$ cat config.mk
export PLATFORM = sky130hd
export DESIGN_NAME = alphamission_vram_arbiter
export DESIGN_NICKNAME = d
export VERILOG_FILES = /design/src/rtl/alphamission_vram_arbiter.sv
export SDC_FILE = /design/constraint.sdc
export NUM_CORES = 1
export LEC_CHECK = 0
export BUFFER_PORTS_ARGS = -buffer_cell sky130_fd_sc_hd__buf_2
export CORE_MARGIN = 3
export CORE_UTILIZATION = 48
export CTS_CLUSTER_DIAMETER = 100
export DETAILED_ROUTE_END_ITERATION = 8
export PLACE_DENSITY_LB_ADDON = 0.3
export SLEW_MARGIN = 10
export SYNTH_ARGS = -nofsm -noshare
export SYNTH_HDL_FRONTEND = slang
export SYNTH_SLANG_ARGS = --single-unit
$ cat constraint.sdc
create_clock -name clk -period 5.5 [get_ports clk]
set_clock_uncertainty 0.15 [all_clocks]
set_input_delay 0.275 -clock clk [delete_from_list [all_inputs] [get_ports clk]]
set_output_delay 0.275 -clock clk [all_outputs]
set_load 0.01 [all_outputs]
$ cat src/rtl/alphamission_vram_arbiter.sv
// ---------------------------------------------------------------------------
// alphamission_vram_arbiter
//
// Time-slot arbiter for the shared video bus (VA, VD, layer chip selects,
// V/C selector and the VWE/VOE/VDG strobes). CPU A and CPU B get access
// windows only at two fixed H[2:0] phases of the pixel enable; all other
// phases belong to the layer video fetch. One CPU is granted per window
// (round-robin on contention) and the access runs SETUP -> STROBE -> DONE.
//
// Ports:
//   clk, reset            system clock, asynchronous active-high reset
//   cen                   pixel clock enable; state advances only on cen,
//                         except DONE -> IDLE which takes a single clk
//   h_phase               H[2:0] from video timing
//   a_*/b_*               CPU request channels (req held until ack; we,
//                         addr, wdata, sel target 00 side/01 back1/
//                         10 front/11 none); ack is a one-clk pulse;
//                         rdata holds the last read result of that CPU
//   vram_rdata            muxed layer read bus (8'hFF when nothing selected)
//   VA, VD_in             bus address / write data to the layers
//   *_CSn                 active-low layer chip selects
//   V_C                   1 = CPU owns the SRAM address, 0 = video
//   VWE, VOE, VDG         active-low write strobe, output enable, read gate
//   owner                 debug: 00 none, 01 A, 10 B
// ---------------------------------------------------------------------------
module alphamission_vram_arbiter #(
   parameter logic [2:0] SLOT_A = 3'd3,
   parameter logic [2:0] SLOT_B = 3'd7
) (
   input  logic        clk,
   input  logic        reset,
   input  logic        cen,
   input  logic [2:0]  h_phase,
   input  logic        a_req,
   input  logic        b_req,
   input  logic        a_we,
   input  logic        b_we,
   input  logic [11:0] a_addr,
   input  logic [11:0] b_addr,
   input  logic [7:0]  a_wdata,
   input  logic [7:0]  b_wdata,
   input  logic [1:0]  a_sel,
   input  logic [1:0]  b_sel,
   output logic        a_ack,
   output logic        b_ack,
   output logic [7:0]  a_rdata,
   output logic [7:0]  b_rdata,
   input  logic [7:0]  vram_rdata,
   output logic [11:0] VA,
   output logic [7:0]  VD_in,
   output logic        SIDE_VRAM_CSn,
   output logic        BACK1_VRAM_CSn,
   output logic        FRONT_VIDEO_CSn,
   output logic        V_C,
   output logic        VWE,
   output logic        VOE,
   output logic        VDG,
   output logic [1:0]  owner
);

   typedef enum logic [1:0] {IDLE, SETUP, STROBE, DONE} state_t;

   state_t      state, state_nx;
   logic        last_b;     // 1 = last grant went to B
   logic        own_b;      // owner of the access in flight
   logic        lat_we;
   logic [11:0] lat_addr;
   logic [7:0]  lat_wdata;
   logic [1:0]  lat_sel;

   logic        window;
   logic        take;
   logic        grant_b;
   logic        bus_act;
   logic        rd_close;

   assign window   = cen && ((h_phase == SLOT_A) || (h_phase == SLOT_B));
   assign take     = (state == IDLE) && window && (a_req || b_req);
   // B wins when alone, or on a tie when A was served last.
   assign grant_b  = b_req && (!a_req || !last_b);
   assign rd_close = (state == STROBE) && cen && !lat_we;

   always_comb begin
      state_nx = state;
      case (state)
         IDLE:    if (take) state_nx = SETUP;
         SETUP:   if (cen)  state_nx = STROBE;
         STROBE:  if (cen)  state_nx = DONE;
         DONE:    state_nx = IDLE;
         default: state_nx = IDLE;
      endcase
   end

   always_ff @(posedge clk or posedge reset) begin
      if (reset) begin
         state   <= IDLE;
         last_b  <= 1'b1;
         own_b   <= 1'b0;
         a_rdata <= 8'hFF;
         b_rdata <= 8'hFF;
      end else begin
         state <= state_nx;
         if (take) begin
            own_b  <= grant_b;
            last_b <= grant_b;
         end
         // The "none" target has no driver on the layer bus, so it reads FF.
         if (rd_close) begin
            if (own_b) b_rdata <= (lat_sel == 2'b11) ? 8'hFF : vram_rdata;
            else       a_rdata <= (lat_sel == 2'b11) ? 8'hFF : vram_rdata;
         end
      end
   end

   // Request fields are only observed while the bus is active, so they
   // need no reset.
   always_ff @(posedge clk) begin
      if (take) begin
         lat_we    <= grant_b ? b_we    : a_we;
         lat_addr  <= grant_b ? b_addr  : a_addr;
         lat_wdata <= grant_b ? b_wdata : a_wdata;
         lat_sel   <= grant_b ? b_sel   : a_sel;
      end
   end

   // Bus outputs decode straight from the registered state so reset clears
   // them without waiting for a clock edge.
   assign bus_act         = (state == SETUP) || (state == STROBE);
   assign V_C             = bus_act;
   assign VA              = bus_act ? lat_addr : 12'h000;
   assign VD_in           = (bus_act && lat_we) ? lat_wdata : 8'h00;
   assign SIDE_VRAM_CSn   = !(bus_act && (lat_sel == 2'b00));
   assign BACK1_VRAM_CSn  = !(bus_act && (lat_sel == 2'b01));
   assign FRONT_VIDEO_CSn = !(bus_act && (lat_sel == 2'b10));
   assign VWE             = !((state == STROBE) && lat_we);
   assign VOE             = !((state == STROBE) && !lat_we);
   assign VDG             = !((state == STROBE) && !lat_we);
   assign owner           = bus_act ? (own_b ? 2'b10 : 2'b01) : 2'b00;
   assign a_ack           = (state == DONE) && !own_b;
   assign b_ack           = (state == DONE) && own_b;

endmodule

* Word level (Yosys, flattened, before mapping)
Cells that the tools add are included.
** Cells by class
- Eq/ne operators :: 11
- Muxes and demuxes :: 13
- Bitwise gates (word level) :: 1
- Reduce and logical (&&, ||, !) cells :: 32
** Operator list (count)
- 2-to-1 mux 12 bit :: 2
- 2-to-1 mux 8 bit :: 3
- logical AND 1 bit :: 14
- 2-to-1 mux 2 bit :: 6
- zero test 1 bit :: 9
- equality test 2 bit, second input constant :: 4
- one-hot mux 2 bit (4 select lines) :: 1
- inequality test 2 bit, second input constant :: 3
- equality test 2 x 1 -> 1 bit, second input constant :: 2
- zero test 2 bit :: 2
- logical OR 1 bit :: 4
- AND reduction 2 bit :: 2
- equality test 3 x 2 -> 1 bit, second input constant :: 1
- equality test 3 bit, second input constant :: 1
- AND reduction 3 bit :: 1
- 2-to-1 mux 1 bit :: 1
- NOT 1 bit :: 1
** Storage, ports and cells
- Register bits after elaboration :: 43
- Bits of input ports :: 62
- Output and inout bits :: 47
- Logic and storage cells :: 66

* Longest topological paths before layout
Gate-level depths: netlist (run 1).
- Depth in word-level cells :: 7
- Mapped depth :: 7
- Gate-level depth less buffers :: 5

* Least setup slack after synthesis (run 1)
Ideal clock, no wire load.
- Path type :: reg-to-reg
- Start point :: reg state[0]
- End point :: reg lat_addr[0], enable pin
- Arrival time :: 1.291 ns
- Required time :: 4.972 ns
- Path slack :: 3.682 ns
- Cell stages (with the launch flop) :: 5
- Path buffers :: 0
- Clock period less this slack :: 1.818 ns
- Cells stage by stage :: dfrtp_1 > inv_1 > ha_1 > nand4_1 > inv_1
** Between the ends
- Word-level cells in the longest chain between the ends :: 3
** RTL lines
- from (decl) :: RTL line 63 : state_t state, state_nx;
- from (signal assigned) :: RTL line 102 : state <= state_nx;
- zero test 2 bit :: RTL line 78 : assign take = (state == IDLE) && window && (a_req || b_req);
- logical AND 1 bit (2 in a row) :: RTL line 78
- named net take :: RTL line 72 : logic take;
- to (signal assigned) :: RTL line 120 : lat_addr <= grant_b ? b_addr : a_addr;
- to (decl) :: RTL line 67 : logic [11:0] lat_addr;
The timed path passes the listed nets, and every way through them passes these cells.
A chain may end at the register's enable or synchronous reset.

* Worst setup path in the final report (run 1)
- Start point :: reg state[1]
- End point :: out SIDE_VRAM_CSn
** Between the ends
- Word-level cells in the longest chain between the ends :: 4
- Elaborated cells between the ends (all ways) :: 5
- Those cells by class :: eq/ne (2); reduce/logical (3)
** RTL lines
- equality test 2 x 1 -> 1 bit or equality test 2 bit (tied branches) :: RTL line 128 : assign bus_act = (state == SETUP) || (state == STROBE);
- logical OR 1 bit * :: RTL line 128
- logical AND 1 bit * :: RTL line 132 : assign SIDE_VRAM_CSn = !(bus_act && (lat_sel == 2'b00));
- zero test 1 bit * :: RTL line 132
- to (decl) :: RTL line 51 : output logic SIDE_VRAM_CSn,
Mark *: on every way between the ends. The rest lies on a longest branch, timed or not.

==> impl_metrics.csv, run 1 <==
group,metric,value,unit
cts,h-tree-depth,2,
sta,finalSetupTns,0,ns
drt,finalWirelength,4370,µm
sta,period_needed,2.57,ns
final_layout,area.growth.synth_to_final,29.9,%
synthesis,synth_top_area_cell,"edfxtp_1",
placement,place_area,0.00264,mm²
drt,vias_per_cell,4.93,
min_path,hold_path_class,"in2reg",
power,peakVddDrop,221,µV
setup_path,cp.arrival,2.14,ns
final_layout,fin_area,0.00273,mm²
sta,final-hold-violation-count,0,
sta,rsz0062_at_grt,"false",
grt,grt_pass1_vias,1623,
cts,cts_root_buf,"clkbuf_8",
sta,fmax,390,MHz
synthesis,synthCells,168,
sta,period_share,46.6,%
cts,cts_tree,"yes",
grt,track_usage,17.6,%
sta,slew_headroom,41.0,%
placement,gp_congestion,0.747,
cts,clk_pin_slew,0.08,ns
final_layout,final_util,66.3,%
grt,gr-total-overflow,0,
drt,wire_per_inst,13.5,µm
power,leakagePower,0.00129,µW
final_layout,diodes,0,
cts,ctsHoldBuffers,1,
synthesis,yosys-top-cells-area,"edfxtp_1, dfstp_2, mux2_2",
final_layout,final_nets,340,
setup_path,start_kind,"register",
drt,drcViolationCount,0,
floorplanning,rows,23,
setup_path,endpoint_kind,"primary output",
grt,antenna_found_initial,0,
floorplanning,die_y,72.1,µm
synthesis,yosys_warnings,0,
grt,grt_max_degree,28,
setup_path,required,5.08,ns
placement,io_buffers,107,
cts,clock_latency,0.28,ns
synthesis,yosysUniqueCellTypes,30,
cts,post_cts_buffers,0,
floorplanning,die_w,72.1,µm
placement,dpl.hpwl,3380,µm
outcome,outcome,"finished, final reports clean",
sta,tightest_slew,0.884,ns
final_layout,regArea,0.00121,mm²
synthesis,synth_nets,235,
floorplanning,fp.dieArea,0.00520,mm²
grt,grt_pass1_wl,7200,µm
synthesis,yosysSeqAreaShare,57.8,%
synthesis,avgSynthCellArea,12.5,µm²
synthesis,synth_area,0.00210,mm²
synthesis,synth_top_area_share,32.9,%
floorplanning,fp.coreArea,0.00412,mm²
final_layout,multi_input_area,807,µm²
sta,drv_slew,0,
cts,cts_resized,0,
cts,clockBufferDepth,2,
final_layout,drive_above_1_share,58.0,%
drt,ant_nets,0,
drt,vias,1597,
setup_path,crit_fanout,27,
sta,finalSetupViolations,0,
floorplanning,initial_core_util,51.0,%
power,p_per_area,464,mW/mm²
floorplanning,io_pins,109,
drt,dr.pass1.iters,4,
cts,cts_buffers,5,
drt,drtIter0Drc,31,
job,maxCapViolations,0,
setup_path,worstSetupPathType,"reg2out",
synthesis,ys_ff_latch,43,
cts,cts.sinks,43,
final_layout,nFillCells,342,
[synth_stat cells (all sizes together)]
cell type / count
nand4: 1
or3b: 1
o21bai: 1
clkbuf: 5
or2b: 1
nor2b: 2
nor2: 17
nand4b: 1
o21a: 1
dfstp: 17
nand3b: 2
o21ai: 8
dfrtp: 3
a32o: 1
a21oi: 8
ha: 5
buf: 5
and4bb: 1
mux2i: 1
nand2: 9
mux2: 26
inv: 5
and2: 15
a21boi: 1
edfxtp: 23
and3: 8
[critical path, cell delays in order, from the launching register on]
cell and delay [ns]:
dfrtp_1 0.41, inv_1 0.10, ha_1 0.70, or3b_2 0.49
buf_2 0.15
[power breakdown]
part,switching [µW],leakage (µW),total (µW),internal (µW)
sequential,45.7,0.000422,511,465
combinational,303,0.000824,566,262
clock,97.3,0.0000395,188,90.3
total,446,0.00129,1260,818
[cell type report]
cell class | count | area share (%)
Timing Repair Buffer | 108 | 20.0
Inverter | 5 | 0.688
Tap cell | 50 | 2.29
Clock buffer | 8 | 2.94
Sequential cell | 43 | 44.5
Multi-Input combinational cell | 110 | 29.6
[metrics by stage]
stage / std cells / setup slack, ns / hold slack [ns] / power, µW
after floorplan: 168 / 3.68 / 0.0762 / 874
after global placement: 315 / 3.25 / 0.274 / 1080
after detailed placement: 315 / 3.24 / 0.276 / 1090
after CTS: 324 / 2.92 / 0.123 / 1280
after global routing: 324 / 2.78 / 0.129 / 1360
final: 324 / 2.93 / 0.133 / 1260
[final timing paths]
check,startpoint,endpoint,slack (ns),depth (start not counted)
worst max register to register,state[0]$_DFFE_PP0P_,lat_addr[4]$_DFFE_PP_,3.39,4
worst max-delay path,state[1]$_DFFE_PP0P_,SIDE_VRAM_CSn,2.93,4
min in group asynchronous,reset,state[1]$_DFFE_PP0P_,0.50,3
worst min-delay path,vram_rdata[6],a_rdata[6]$_DFFE_PP1P_,0.13,3
max in group asynchronous,reset,state[0]$_DFFE_PP0P_,4.25,3
worst min register to register,b_rdata[2]$_DFFE_PP1P_,b_rdata[2]$_DFFE_PP1P_,0.33,2
[cells in the final DEF, fill, tap and decap left out, drive strengths merged, types with 2 or more instances in the layout]
| cell | instances |
|---|---|
| a21oi | 8 |
| and2 | 15 |
| and3 | 8 |
| buf | 107 |
| clkbuf | 8 |
| dfrtp | 3 |
| dfstp | 17 |
| edfxtp | 23 |
| ha | 5 |
| inv | 5 |
| mux2 | 26 |
| nand2 | 9 |
| nand3b | 2 |
| nor2 | 17 |
| nor2b | 2 |
| o21ai | 8 |
[routing by layer]
layer	wire, µm	global-route usage (%)
met1	1710	20.0
met2	2170	31.0
met3	448	6.23
met4	42	5.01
met5	0	0
[sequential cells by signal (all words and copies together) (netlist names)]
register	cells
own_b	1
a_rdata	8
lat_wdata	8
b_rdata	8
last_b	1
state	2
lat_addr	12
lat_sel	2
lat_we	1
[kinds of logic (layout without fill, tap and decap cells)]
| kind of cell | count (synthesis) | in the layout | synth area share (%) |
|---|---|---|---|
| buffers and inverters | 15 | 121 | 3.76 |
| multiplexers | 27 | 27 | 14.6 |
| adder cells (fa/ha/maj) | 5 | 5 | 2.98 |
| flip-flops | 43 | 43 | 57.8 |
| AND/OR/NAND/NOR | 58 | 58 | 14.9 |
| AO/OA/AOI/OAI | 20 | 20 | 5.96 |
Power figures use the tool's default switching activity.
==> run 2, diff against run 1 <==
- CORE_UTILIZATION: 48 -> 45
- clock period: 5.5 -> 2.65 ns (I/O delays scaled with it)
==> impl_metrics.csv, run 2 (synthesis gave the netlist of run 1 again) <==
group,metric,value,unit
outcome,outcome,"finished, final reports clean",
setup_path,cpPeakStageDelay,0.62,ns
sta,drv_slew,0,
setup_path,crit_fanout,25,
cts,cts_root_buf,"clkbuf_8",
job,maxCapViolations,0,
cts,cts.sinks,43,
floorplanning,initial_core_util,47.5,%
setup_path,start_kind,"register",
sta,slew_headroom,48.6,%
sta,period_share,90.9,%
setup_path,cp.arrival,2.30,ns
power,peakVddDrop,395,µV
grt,grt_pass1_vias,1923,
floorplanning,fp.coreArea,0.00441,mm²
setup_path,reg2reg_depth,3,
placement,gp_congestion,0.695,
placement,io_buffers,107,
setup_path,reg2reg_slack,0.24,ns
grt,antenna_found_initial,0,
final_layout,nFillCells,299,
grt,gr-total-overflow,0,
floorplanning,fp.dieArea,0.00552,mm²
cts,clockBufferDepth,2,
placement,dpl.hpwl,3420,µm
grt,track_usage,20.8,%
drt,ant_nets,0,
sta,final-hold-violation-count,0,
drt,finalWirelength,5610,µm
grt,grt_max_degree,27,
cts,clk_pin_slew,0.08,ns
final_layout,final_cell_mix,"buf_2, dlygate4sd3_1, mux2_2, edfxtp_1",
final_layout,largest_reg_flops,12,
placement,placed_cells,319,
drt,wire_per_inst,15.0,µm
sta,fmax,415,MHz
cts,cts_tree,"yes",
setup_path,endpoint_kind,"register",
final_layout,layout_commonest_cell,"buf_2",
power,p_per_area,866,mW/mm²
drt,vias_per_cell,4.82,
min_path,hold_depth,2,
setup_path,critPathSlowestCell,"a21boi_4",
floorplanning,die_y,74.3,µm
floorplanning,io_pins,109,
drt,vias,1802,
sta,finalSetupTns,0,ns
power,leakagePower,0.00149,µW
final_layout,area.growth.synth_to_final,53.2,%
cts,cts_resized,0,
sta,setup_ws,0.241,ns
final_layout,fin_area,0.00321,mm²
cts,cts_buffers,5,
placement,pre_cts_ws,0.741,ns
final_layout,drive_above_1_share,50.3,%
sta,rsz0062_at_grt,"false",
final_layout,diodes,0,
drt,dr.pass1.iters,4,
final_layout,final_util,72.8,%
drt,drtIter0Drc,32,
sta,period_needed,2.41,ns
final_layout,final_nets,388,
setup_path,worstSetupPathType,"reg2reg",
floorplanning,die_w,74.3,µm
floorplanning,rows,24,
final_layout,multi_input_area,807,µm²
final_layout,regArea,0.00121,mm²
sta,tightest_slew,0.770,ns
final_layout,instances_no_fill,374,
cts,h-tree-depth,2,
setup_path,required,2.54,ns
cts,clock_latency,0.29,ns
drt,drcViolationCount,0,
min_path,hold_path_class,"in2reg",
setup_path,path_cells,"a21boi_4, mux2_2, dlygate4sd3_1",
sta,finalSetupViolations,0,
placement,place_area,0.00265,mm²
grt,grt_pass1_wl,8690,µm
final_layout,largest_register,"lat_addr",
## run 2: cell types whose count changed in the layout (fill, tap and decap cells not counted)
| cell | before | now |
|---|---|---|
| dlygate4sd3_1 | 1 | 47 |
| clkbuf_8 | 5 | 6 |
| clkinv_1 | 0 | 1 |
| clkbuf_1 | 3 | 1 |
| buf_4 | 0 | 2 |
## run 2: worst max-delay path: cells and delay by family, from the launching register on
family | cells | cell delay, ns
muxes | 1 | 0.42
AOI/OAI and AO/OA | 1 | 0.62
DFF | 1 | 0.39
buffers and inverters | 1 | 0.57
## run 2: layout make-up
cell class	instances	share of cell area (%)
clock buffer	7	2.69
sequential	43	37.7
clock inverter	1	0.117
tap	52	2.02
timing repair buffer	156	31.8
inverter	5	0.584
multi-input combinational	110	25.1
## run 2: metrics by stage
stage / hold slack (ns) / power (µW)
CTS: 0.000885 / 2790
floorplan: -0.0663 / 1810
global route: 0.000445 / 2980
detailed placement: 0.145 / 2290
finish: 0.00929 / 2780
global placement: 0.128 / 2260
## run 2: where the power goes
group	internal [µW]	switching, µW
Sequential	966	93.4
Clock	209	212
Combinational	633	669
Total	1810	975
## run 2: routing by layer
| layer | global-route usage [%] | vias up | wire length [µm] |
|---|---|---|---|
| met1 | 21.8 | 833 | 2160 |
| met2 | 39.5 | 76 | 2890 |
| met5 | 0 | - | 0 |
| li1 | - | 886 | - |
| met3 | 7.43 | 7 | 496 |
| met4 | 5.34 | 0 | 62 |
## run 2: repair_timing
action | CTS | global route
endpoints found under the hold margin | 33 | 2
setup buffers | 0 | 0
hold buffers | 44 | 3
## run 2: path summary, 6_finish.rpt
check                                       start                endpoint
max                            last_b$_DFFE_PP1P_   lat_addr[7]$_DFFE_PP_
min                                     b_addr[0]   lat_addr[0]$_DFFE_PP_
max reg2reg                    last_b$_DFFE_PP1P_   lat_addr[7]$_DFFE_PP_
min reg2reg                b_rdata[2]$_DFFE_PP1P_  b_rdata[2]$_DFFE_PP1P_
max in group asynchronous                   reset    state[0]$_DFFE_PP0P_
min in group asynchronous                   reset    state[1]$_DFFE_PP0P_
==> run 3, diff against run 2 <==
- PLACE_DENSITY_LB_ADDON: 0.3 -> 0.12
==> impl_metrics.csv, run 3 (synthesis gave the netlist of run 1 again) <==
group,metric,value,unit
outcome,outcome,"finished, final reports clean",
drt,wire_per_inst,13.9,µm
drt,vias_per_cell,4.82,
sta,finalSetupTns,0,ns
setup_path,worstSetupPathType,"reg2reg",
min_path,hold_path_class,"in2reg",
grt,gr-total-overflow,0,
power,netSwitchingPower,952,µW
placement,gp_congestion,0.701,
power,leakagePower,0.00145,µW
floorplanning,initial_core_util,47.5,%
cts,cts_buffers,5,
power,fin_total_pwr,2770,µW
final_layout,regArea,0.00121,mm²
cts,clock_latency,0.28,ns
setup_path,critPathSlowestCell,"dlygate4sd3_1",
grt,grt_pass1_wl,8270,µm
placement,dpl.hpwl,3420,µm
power,clock_power_share,16.0,%
cts,cts.sinks,43,
final_layout,multi_input_area,807,µm²
setup_path,cpPeakStageDelay,0.57,ns
sta,fmax,429,MHz
sta,tightest_slew,0.725,ns
cts,cts_resized,0,
placement,pre_cts_ws,0.744,ns
final_layout,drive_above_1_share,53.1,%
cts,clockBufferDepth,2,
sta,drv_slew,0,
drt,drcViolationCount,0,
grt,antenna_found_initial,0,
cts,post_cts_buffers,0,
sta,period_share,87.9,%
final_layout,nFillCells,342,
final_layout,diodes,0,
power,p_per_area,896,mW/mm²
setup_path,path_cells,"a21boi_4, buf_4, mux2_2, dlygate4sd3_1",
grt,grt_max_degree,24,
power,power.share.switching,34.4,%
sta,finalSetupViolations,0,
grt,grt_pass1_vias,1769,
final_layout,largest_register,"lat_addr",
sta,period_needed,2.33,ns
power,combPwrFrac,45.7,%
sta,final-hold-violation-count,0,
final_layout,final_nets,375,
min_path,hold_depth,2,
drt,ant_nets,0,
final_layout,final_cell_mix,"buf_2, dlygate4sd3_1, mux2_2, edfxtp_1",
setup_path,reg2reg_depth,4,
sta,setup_ws,0.320,ns
drt,finalWirelength,5030,µm
drt,vias,1741,
setup_path,required,2.53,ns
floorplanning,io_pins,109,
setup_path,cp.arrival,2.21,ns
drt,drtIter0Drc,72,
final_layout,largest_reg_flops,12,
job,maxCapViolations,0,
final_layout,layout_commonest_cell,"buf_2",
power,power_frac_seq,38.3,%
floorplanning,rows,24,
floorplanning,die_w,74.3,µm
cts,clk_pin_slew,0.08,ns
setup_path,crit_fanout,17,
cts,h-tree-depth,2,
floorplanning,fp.coreArea,0.00441,mm²
floorplanning,fp.dieArea,0.00552,mm²
floorplanning,die_y,74.3,µm
setup_path,start_kind,"register",
setup_path,endpoint_kind,"register",
grt,track_usage,19.6,%
final_layout,area.growth.synth_to_final,47.3,%
drt,dr.pass1.iters,4,
cts,cts_tree,"yes",
sta,slew_headroom,51.6,%
power,peakVddDrop,488,µV
placement,io_buffers,107,
power,p_int,1820,µW
cts,ctsHoldBuffers,33,
cts,cts_root_buf,"clkbuf_8",
sta,rsz0062_at_grt,"false",
-- run 3: final cells by class --
class	count	share of cell area, %
clock buffer	8	3.24
tap	52	2.10
sequential	43	39.2
multi-input combinational	110	26.1
inverter	5	0.607
timing repair buffer	143	28.7
-- run 3: per-layer routing --
metal  share of wire (%)  track usage (%)
met4                0.62             4.15
met1                  38             23.1
met5                   0                0
met2                  54             35.9
met3                 7.7             5.27
-- run 3: worst paths after layout --
check | start | end | slack, ns
hold reg to reg | b_rdata[7]$_DFFE_PP1P_ | b_rdata[7]$_DFFE_PP1P_ | 0.33
setup reg to reg | last_b$_DFFE_PP1P_ | lat_addr[1]$_DFFE_PP_ | 0.32
min in group asynchronous | reset | state[0]$_DFFE_PP0P_ | 0.38
hold / removal | b_wdata[5] | lat_wdata[5]$_DFFE_PP_ | 0.004
max in group asynchronous | reset | own_b$_DFFE_PP0P_ | 1.52
setup / recovery | last_b$_DFFE_PP1P_ | lat_addr[1]$_DFFE_PP_ | 0.32
-- run 3: worst max-delay path, delay by kind of cell, from the launching register on --
| family | cells | cell delay, ns |
|---|---|---|
| buf+inv | 2 | 0.88 |
| flops | 1 | 0.39 |
| compound gates | 1 | 0.30 |
| mux | 1 | 0.36 |
-- run 3: metrics by stage --
stage                     util, %  hold WS (ns)  area (µm²)  cells
after global placement       60.3         0.135        2660    320
after CTS                    70.0      0.000716        3090    361
after floorplan                 -       -0.0663        2100    168
after detailed placement     60.3         0.134        2660    320
final                        70.0       0.00449        3090    361
after global routing         70.0      0.000922        3090    361
-- run 3: power groups by stage --
stage / registers [µW] / clock network [µW] / logic, µW
6_report: 1060 / 444 / 1270
5_1_grt: 1080 / 483 / 1420
4_1_cts: 1060 / 454 / 1280
3_5_place_dp: 1080 / 0 / 1210
3_3_place_gp: 1070 / 0 / 1200
2_1_floorplan: 1130 / 0 / 688
